File: config.mk
export PLATFORM = sky130hd
export DESIGN_NAME = breath_sequencer
export DESIGN_NICKNAME = d
export VERILOG_FILES = /design/src/rtl/breath_sequencer.sv
export SDC_FILE = /design/constraint.sdc
export NUM_CORES = 1
export LEC_CHECK = 0
export CORE_UTILIZATION = 35
export CTS_CLUSTER_DIAMETER = 120
export DETAILED_ROUTE_END_ITERATION = 16
export PLACE_DENSITY_LB_ADDON = 0.08
export SETUP_SLACK_MARGIN = 0.1
export SYNTH_ARGS = -nofsm -noshare
export SYNTH_HDL_FRONTEND = slang
export SYNTH_SLANG_ARGS = --single-unit
File: constraint.sdc
create_clock -name clk -period 2.6 [get_ports clk]
set_clock_uncertainty 0.15 [all_clocks]
set_input_delay 0.39 -clock clk [delete_from_list [all_inputs] [get_ports clk]]
set_output_delay 0.39 -clock clk [all_outputs]
set_load 0.005 [all_outputs]
File: src/rtl/breath_sequencer.sv
// ----------------------------------------------------------------------------
// breath_sequencer
//
// Drives a "breathing" LED. The duty value follows a repeating trapezoid:
// ramp up, hold at full, ramp down, hold at off. A PWM comparator turns the
// duty value into the LED drive. The ramp rate is set by a prescaler that
// counts whole PWM periods. The hold length is set by a count of duty steps.
// Both values are loaded at runtime through a shadow register pair.
//
// Optional build macro:
//   BREATH_GAMMA_EN - when defined, the duty value is squared (duty*duty >>
//                     PWM_BITS, with full scale pinned to full scale) before
//                     the PWM compare. This adds one register stage between
//                     duty and pwm. When it is undefined, the compare uses the
//                     linear duty value directly and no multiplier exists.
//
// Parameters:
//   PWM_BITS - width of duty and of the PWM counter. The PWM period is
//              2^PWM_BITS-1 clocks.
//   DIV_W    - width of the ramp step divider.
//   HOLD_W   - width of the hold-step counter.
//
// Ports:
//   clk        in   system clock
//   rstn       in   asynchronous active-low reset
//   en         in   level. 1 = keep breathing. 0 = finish the current cycle,
//                   then idle.
//   cfg_load   in   one-clock pulse that captures ramp_div and hold_steps
//   ramp_div   in   PWM periods per duty step, minus 1
//   hold_steps in   duty-step ticks spent in each hold state (0 = no hold)
//   pwm        out  LED drive (registered)
//   duty       out  current linear duty value
//   phase      out  IDLE=0, UP=1, HOLD_HI=2, DOWN=3, HOLD_LO=4
//   busy       out  high whenever phase is not IDLE
//   cycle_done out  one-clock pulse as each full breathing cycle ends
// ----------------------------------------------------------------------------
module breath_sequencer #(
  parameter int PWM_BITS = 8,
  parameter int DIV_W    = 16,
  parameter int HOLD_W   = 8
) (
  input  logic                clk,
  input  logic                rstn,
  input  logic                en,
  input  logic                cfg_load,
  input  logic [DIV_W-1:0]    ramp_div,
  input  logic [HOLD_W-1:0]   hold_steps,
  output logic                pwm,
  output logic [PWM_BITS-1:0] duty,
  output logic [2:0]          phase,
  output logic                busy,
  output logic                cycle_done
);

  // Full-scale duty (all ones) and the last PWM counter value of a period.
  localparam logic [PWM_BITS-1:0] DUTY_MAX = '1;
  localparam logic [PWM_BITS-1:0] CNT_LAST = DUTY_MAX - PWM_BITS'(1);

  typedef enum logic [2:0] {
    ST_IDLE    = 3'd0,
    ST_UP      = 3'd1,
    ST_HOLD_HI = 3'd2,
    ST_DOWN    = 3'd3,
    ST_HOLD_LO = 3'd4
  } state_t;

  // Saturating duty arithmetic: never wraps past full scale or below zero.
  function automatic logic [PWM_BITS-1:0] sat_inc(input logic [PWM_BITS-1:0] d);
    return (d == DUTY_MAX) ? d : d + PWM_BITS'(1);
  endfunction

  function automatic logic [PWM_BITS-1:0] sat_dec(input logic [PWM_BITS-1:0] d);
    return (d == '0) ? d : d - PWM_BITS'(1);
  endfunction

`ifdef BREATH_GAMMA_EN
  // Square-law brightness curve. Full scale is pinned so that the top of the
  // ramp still gives a constantly-on LED.
  function automatic logic [PWM_BITS-1:0] gamma_map(input logic [PWM_BITS-1:0] d);
    logic [2*PWM_BITS-1:0] sq;
    sq = {{PWM_BITS{1'b0}}, d} * {{PWM_BITS{1'b0}}, d};
    return (d == DUTY_MAX) ? DUTY_MAX : PWM_BITS'(sq >> PWM_BITS);
  endfunction
`endif

  state_t              state;
  logic [PWM_BITS-1:0] pwm_cnt;
  logic [PWM_BITS-1:0] duty_eff;
  logic [DIV_W-1:0]    div_cnt;
  logic [DIV_W-1:0]    ramp_div_s;
  logic [DIV_W-1:0]    ramp_div_q;
  logic [HOLD_W-1:0]   hold_s;
  logic [HOLD_W-1:0]   hold_q;
  logic [HOLD_W-1:0]   hold_cnt;

  logic                running;
  logic                period_end;
  logic                step;
  logic                hold_skip;
  logic                hold_last;
  logic [PWM_BITS-1:0] duty_inc;
  logic [PWM_BITS-1:0] duty_dec;
  logic                down_bot;
  logic                cycle_end;
  logic                apply_cfg;

  assign running    = (state != ST_IDLE);
  assign busy       = running;
  assign phase      = state;

  assign period_end = running && (pwm_cnt == CNT_LAST);
  assign step       = period_end && (div_cnt == ramp_div_q);

  assign duty_inc   = sat_inc(duty);
  assign duty_dec   = sat_dec(duty);
  assign hold_skip  = (hold_q == '0);
  assign hold_last  = (hold_cnt == hold_q - HOLD_W'(1));
  assign down_bot   = (state == ST_DOWN) && step && (duty_dec == '0);

  // A cycle ends at the HOLD_LO exit. When the hold is skipped, it ends at the
  // bottom of the down ramp instead.
  assign cycle_end  = (down_bot && hold_skip) ||
                      ((state == ST_HOLD_LO) && step && hold_last);

  // Active config only changes between cycles, so a ramp never changes rate
  // partway through.
  assign apply_cfg  = (state == ST_IDLE) || cycle_end;

  // Shadow and active configuration. A load on the same clock as an apply
  // goes straight through to the active registers.
  always_ff @(posedge clk or negedge rstn) begin
    if (!rstn) begin
      ramp_div_s <= '0;
      hold_s     <= '0;
      ramp_div_q <= '0;
      hold_q     <= '0;
    end else begin
      if (cfg_load) begin
        ramp_div_s <= ramp_div;
        hold_s     <= hold_steps;
      end
      if (apply_cfg) begin
        ramp_div_q <= cfg_load ? ramp_div   : ramp_div_s;
        hold_q     <= cfg_load ? hold_steps : hold_s;
      end
    end
  end

  // PWM period counter and step prescaler. Both are parked at zero while idle,
  // so the first period of a new run starts cleanly.
  always_ff @(posedge clk or negedge rstn) begin
    if (!rstn) begin
      pwm_cnt <= '0;
      div_cnt <= '0;
    end else if (!running) begin
      pwm_cnt <= '0;
      div_cnt <= '0;
    end else begin
      pwm_cnt <= period_end ? '0 : pwm_cnt + PWM_BITS'(1);
      if (period_end) begin
        div_cnt <= (div_cnt == ramp_div_q) ? '0 : div_cnt + DIV_W'(1);
      end
    end
  end

  // Trapezoid sequencer. en is only sampled when leaving IDLE and when a cycle
  // ends, so dropping it mid-cycle always lets the LED finish dark.
  always_ff @(posedge clk or negedge rstn) begin
    if (!rstn) begin
      state      <= ST_IDLE;
      duty       <= '0;
      hold_cnt   <= '0;
      cycle_done <= 1'b0;
    end else begin
      cycle_done <= 1'b0;
      case (state)
        ST_IDLE: begin
          duty     <= '0;
          hold_cnt <= '0;
          if (en) begin
            state <= ST_UP;
          end
        end

        ST_UP: begin
          if (step) begin
            duty <= duty_inc;
            if (duty_inc == DUTY_MAX) begin
              hold_cnt <= '0;
              state    <= hold_skip ? ST_DOWN : ST_HOLD_HI;
            end
          end
        end

        ST_HOLD_HI: begin
          if (step) begin
            if (hold_last) begin
              hold_cnt <= '0;
              state    <= ST_DOWN;
            end else begin
              hold_cnt <= hold_cnt + HOLD_W'(1);
            end
          end
        end

        ST_DOWN: begin
          if (step) begin
            duty <= duty_dec;
            if (duty_dec == '0) begin
              hold_cnt <= '0;
              if (hold_skip) begin
                cycle_done <= 1'b1;
                state      <= en ? ST_UP : ST_IDLE;
              end else begin
                state <= ST_HOLD_LO;
              end
            end
          end
        end

        ST_HOLD_LO: begin
          if (step) begin
            if (hold_last) begin
              hold_cnt   <= '0;
              cycle_done <= 1'b1;
              state      <= en ? ST_UP : ST_IDLE;
            end else begin
              hold_cnt <= hold_cnt + HOLD_W'(1);
            end
          end
        end

        default: begin
          state    <= ST_IDLE;
          duty     <= '0;
          hold_cnt <= '0;
        end
      endcase
    end
  end

`ifdef BREATH_GAMMA_EN
  // ---- stage p1: gamma-corrected duty ----
  logic [PWM_BITS-1:0] duty_eff_p1;

  always_ff @(posedge clk or negedge rstn) begin
    if (!rstn) begin
      duty_eff_p1 <= '0;
    end else begin
      duty_eff_p1 <= gamma_map(duty);
    end
  end

  assign duty_eff = duty_eff_p1;
`else
  assign duty_eff = duty;
`endif

  // ---- output stage: registered PWM compare ----
  always_ff @(posedge clk or negedge rstn) begin
    if (!rstn) begin
      pwm <= 1'b0;
    end else begin
      pwm <= (pwm_cnt < duty_eff);
    end
  end

endmodule

======== Word-level counts from Yosys, hierarchy flattened ========
Cells that the tools add are included.
word-level totals
  bits in registers ....................... 93
  logic and storage cells ................. 95
operators by class
  add/sub/neg operators ................... 6
  order comparisons ....................... 1
  equality and inequality tests ........... 20
  mux-type cells .......................... 38
  bitwise operators ....................... 1
  reductions and logical operators ........ 18
operator list
  cell                                                    count
  2-to-1 mux 8 bit                                        13
  2-to-1 mux 16 bit                                       4
  one-hot mux 8 bit (3 select lines)                      2
  2-to-1 mux 3 bit                                        10
  adder 8 x 1 -> 8 bit (second input constant)            3
  == test 8 bit (second input constant)                   3
  zero test 8 bit                                         3
  adder 16 x 1 -> 16 bit (second input constant)          1
  == test 16 bit                                          1
  inequality test 2 bit (second input constant)           8
  subtractor 8 x 1 -> 8 bit (second input constant)       2
  one-hot mux 3 bit (5 select lines)                      1
  AND reduction 9 bit                                     1
  == test 8 bit                                           1
  less-than comparator 8 bit                              1
  logical AND 1 bit                                       7
  2-to-1 mux 1 bit                                        7
  == test 3 x 2 -> 1 bit (second input constant)          2
  inequality test 2 x 1 -> 1 bit (second input constant)  3
  AND reduction 5 bit                                     1
  == test 3 x 1 -> 1 bit (second input constant)          1
  == test 3 bit (second input constant)                   1
  zero test 3 bit                                         1
  AND reduction 3 bit                                     1
  5 further kinds                                         6

======== Logic depth before layout (Yosys ltp) ========
  depth after elaboration ................. 8
  mapped depth ............................ 11
  depth with buffers taken out ............ 9

======== Worst setup path after synthesis ========
Ideal clock, no wire load.
  path kind ............................... register to register
  start point ............................. reg duty[0]
  end point ............................... reg ramp_div_q[11]
  setup time .............................. 125 ps
  data arrival time ....................... 2,539 ps
  data required time ...................... 2,325 ps
  path slack .............................. -213 ps
  cell stages (with the launch flop) ...... 12
  path buffers ............................ 2
  clock period less this slack ............ 2,813 ps
  path through ............................ dfrtp_1 -> buf_2 -> inv_1 -> ha_1 -> and4bb_2 -> nand3_1 -> or3b_1 -> o21ai_0 -> a32oi_2 -> o21ai_4 -> buf_6 -> mux2_2
on the way
  longest elaborated chain between the ends .. 7
RTL lines
  what                                                          line  source
  start, declared                                               49    output logic [PWM_BITS-1:0] duty,
  start signal, assigned                                        187   duty <= duty_inc;
  start signal, assigned                                        208   duty <= duty_dec;
  subtractor 8 x 1 -> 8 bit or zero test 8 bit (tied branches)  73    return (d == '0) ? d : d - PWM_BITS'(1);
  2-to-1 mux 8 bit *                                            73
  zero test 8 bit *                                             118   assign down_bot = (state == ST_DOWN) && step && (duty_dec == '0);
  logical AND 1 bit *                                           118
  logical AND 1 bit *                                           122   assign cycle_end = (down_bot && hold_skip) ||
  logical OR 1 bit *                                            122
  logical OR 1 bit *                                            127   assign apply_cfg = (state == ST_IDLE) || cycle_end;
  end signal, assigned                                          143   ramp_div_q <= cfg_load ? ramp_div : ramp_div_s;
  end, declared                                                 91    logic [DIV_W-1:0] ramp_div_q;
Every way passes the cells marked *; elsewhere a longest branch is shown, timed or not.
A chain may end at the register's enable or synchronous reset.

======== Worst setup path in the final report ========
  start point ............................. reg duty[1]
  end point ............................... reg ramp_div_q[4]
Same word-level chain as after synthesis.

==> impl_metrics.ini <==
[global_routing]
grt_overflow = 0
grt_busiest_layer = met2
grt_use_met3 = 0.0326
antenna_found_initial = 0
use_met2 = 0.281
grt_pass1_vias = 4404
grt_max_degree = 48
grt_use_met1 = 0.242
grt_pass1_wl_mm = 22.0
grtUsageTotal = 0.177

[die]
die_y_um = 125
core_area_um2 = 14600
die_x_um = 125
die-area_um2 = 15500
start_util = 0.361
core.rowCount = 44
num_io_pins = 42

[detailed_routing]
vias_per_cell = 5.27
wl_per_cell_um = 16.4
vias = 4241
drtPass1Iterations = 4
route.detailed.drc = 0
drt_iter0_drc = 308
routed_wl_mm = 13.2
ant_nets = 0

[timing]
tightestPinTransition_ps = 420
maxSlewHeadroom = 0.718
finalSetupViolCount = 25
slew_violations = 0
min_period_ps = 2750
setup_slack_ps = -152
rsz0062_at_grt = true
finalCritPeriodShare = 1.06
hold_viol = 0
fmax_ghz = 0.363

[setup_path]
critPathLaunchType = flip-flop
path_max_fanout = 6
arrival_ps = 2840
slowest_stage = or3b_4
criticalPathCategory = flip-flop to flip-flop
crit_path_cell_trace = inv_2, ha_4, and4bb_2, nand3_1, or3b_4, o21ai_2, a32oi_2, o21ai_4, clkbuf_16, mux2_2
max_stage_delay_ps = 400
critPathRequiredTime_ps = 2680
cp-end-kind = flip-flop

[synth]
synth.area.top_cells = dfrtp_1 44%, mux2_2 9.2%, xnor2_1 4.3%
synth_nets = 560
avgSynthCellArea_um2 = 10.2
netlist.area_leader.share = 0.442
synth_ff_type = dfrtp_1
yosys_warnings = 0
postSynth.asyncResetShare = 1.00
synthDistinctLibCells = 62
ys_seq_elements = 93
synth_top_cell_by_area = dfrtp_1
synth_edf_count = 0
synthCells = 516
syn_area_um2 = 5270
synth-seq-area-share = 0.442

[clocking]
clk_pin_slew_worst_paths_ps = 70
cts_max_path_buffers = 2
cts_root_buffer = clkbuf_16
cts_made_buffers = 9
clk_latency_ps = 350
clock_sinks = 93
cts_tree = done
h-tree-depth = 3

[pwr]
ir_drop_mv = 0.337
switchingPower_uw = 2140
p_leak_uw = 0.00288
power_frac_seq = 0.355
clockPowerShare = 0.223
sw_frac_of_total = 0.354
p_comb_frac = 0.422
power_density_nw_per_um2 = 878
internal_power_uw = 3900

[cells_and_area]
area_delta_synth_final_pct = 30.5
final_util = 0.471
nNetsFinal = 659
drive_gt1_frac = 0.292
fillers = 1393
instances_no_fill = 804
diodes = 0
finalInstanceArea_um2 = 6870

[placement]
gp_congestion = 0.827
place_inst = 779
io_buffers = 41
hpwl_mm = 9.26
postPlaceCellArea_um2 = 6290

[min_path]
hold_path.class = input port to async pin

[flow_run]
max-cap-violations = 0

[status]
violations = negative setup slack
status = finished with violations
-- registers in the layout, indices dropped and copies added (netlist names) --
| signal | cells |
|---|---|
| cycle_done | 1 |
| phase | 3 |
| hold_q | 8 |
| hold_cnt | 8 |
| ramp_div_s | 16 |
| duty | 8 |
| pwm | 1 |
| div_cnt | 16 |
| ramp_div_q | 16 |
| pwm_cnt | 8 |
| hold_s | 8 |
-- final cells by class --
cell class,instances,area [um^2],area share
clock buffer,9,225,0.0328
clock inverter,7,73.8,0.0107
inverter,21,81.3,0.0118
multi-input combinational,375,2880,0.420
sequential,93,2340,0.340
tap,184,230,0.0335
timing repair buffer,115,1040,0.151
-- layer usage --
metal	vias up	wire (um)
met4	0	197
met5	-	0
met1	2098	6550
met2	66	6130
li1	2063	-
met3	14	342
-- synthesized netlist by cell type, drive strengths merged (4+ instances only) --
cell / n
and2: 4
dfrtp: 93
nor3: 13
and3: 11
o21ai: 35
or2: 6
ha: 16
xnor2: 26
o41ai: 4
nand4: 8
clkbuf: 12
mux2: 50
nor2: 33
nand3: 25
nand2b: 6
inv: 21
a21oi: 10
a22o: 6
a31oi: 4
o31ai: 14
buf: 15
nand2: 35
a211o: 4
nor2b: 6
xor2: 8
a21o: 7
-- cells in the final DEF (no fill, tap or decap), types with 9 or more instances in the layout --
master,instances
o21ai_0,30
and3_1,11
xnor2_1,25
nand2_1,35
dfrtp_1,85
clkdlybuf4s50_1,40
inv_1,17
nor2_1,33
nand3_1,25
ha_1,12
o31ai_1,11
nor3_1,11
mux2_2,32
buf_4,67
clkbuf_16,11
a21oi_1,9
mux2_4,17
-- through the flow --
step,total power [uW],TNS (ps),setup WS (ps),hold slack [ps]
finish,6030,-2620,-152,349
global route,6500,-5550,-241,363
CTS,5860,-2120,-98.6,351
detailed placement,4470,-2680,-108,188
global placement,4440,-2060,-83.8,184
floorplan,3510,-2130,-110,-55.6
-- power by group through the flow --
stage / Clock (uW) / Combinational, uW / Sequential (uW)
floorplan: 0 / 1420 / 2090
global placement: 0 / 2300 / 2140
detailed placement: 0 / 2320 / 2150
CTS: 1390 / 2340 / 2130
global route: 1460 / 2840 / 2200
finish: 1350 / 2550 / 2140
-- critical path, delay by kind of cell, from the launching register on --
family                     cells  cell delay, ps
and+or+nand+nor                3             690
muxes                          1             330
AOI/OAI and AO/OA              3             520
adders and majority gates      1             260
buffers and inverters          2             300
DFF                            1             390
-- cells by family (layout without fill, tap and decap cells) --
logic type,Yosys count,count (layout),share of synthesized area
buffers and inverters,48,152,0.0423
muxes,50,50,0.107
and+or+nand+nor,161,161,0.161
DFF,93,93,0.442
AOI/OAI and AO/OA,114,114,0.153
xor gates and xnor gates,34,34,0.0566
adders and majority gates,16,16,0.0380
-- repair_timing --
action                     4_1_cts  5_1_grt
cloned                           0        3
setup buffers                    0        5
resized for setup                6       42
setup endpoints to repair       35       41
hold endpoints to repair        23        0
pin swaps                        2        8
hold buffers                     1        0
-- final timing paths --
path	startpoint	endpoint	slack, ps	depth (start not counted)
worst max register to register	duty[1]	ramp_div_q[4]	-150	10
max in group asynchronous	rstn	div_cnt[11]	1280	3
worst max-delay path	duty[1]	ramp_div_q[4]	-150	10
min in group clk	ramp_div_s[4]	ramp_div_s[4]	350	1
worst min register to register	ramp_div_s[4]	ramp_div_s[4]	350	1
worst min-delay path	rstn	duty[5]	350	2
Note: power is estimated with default switching activity, not from simulation.
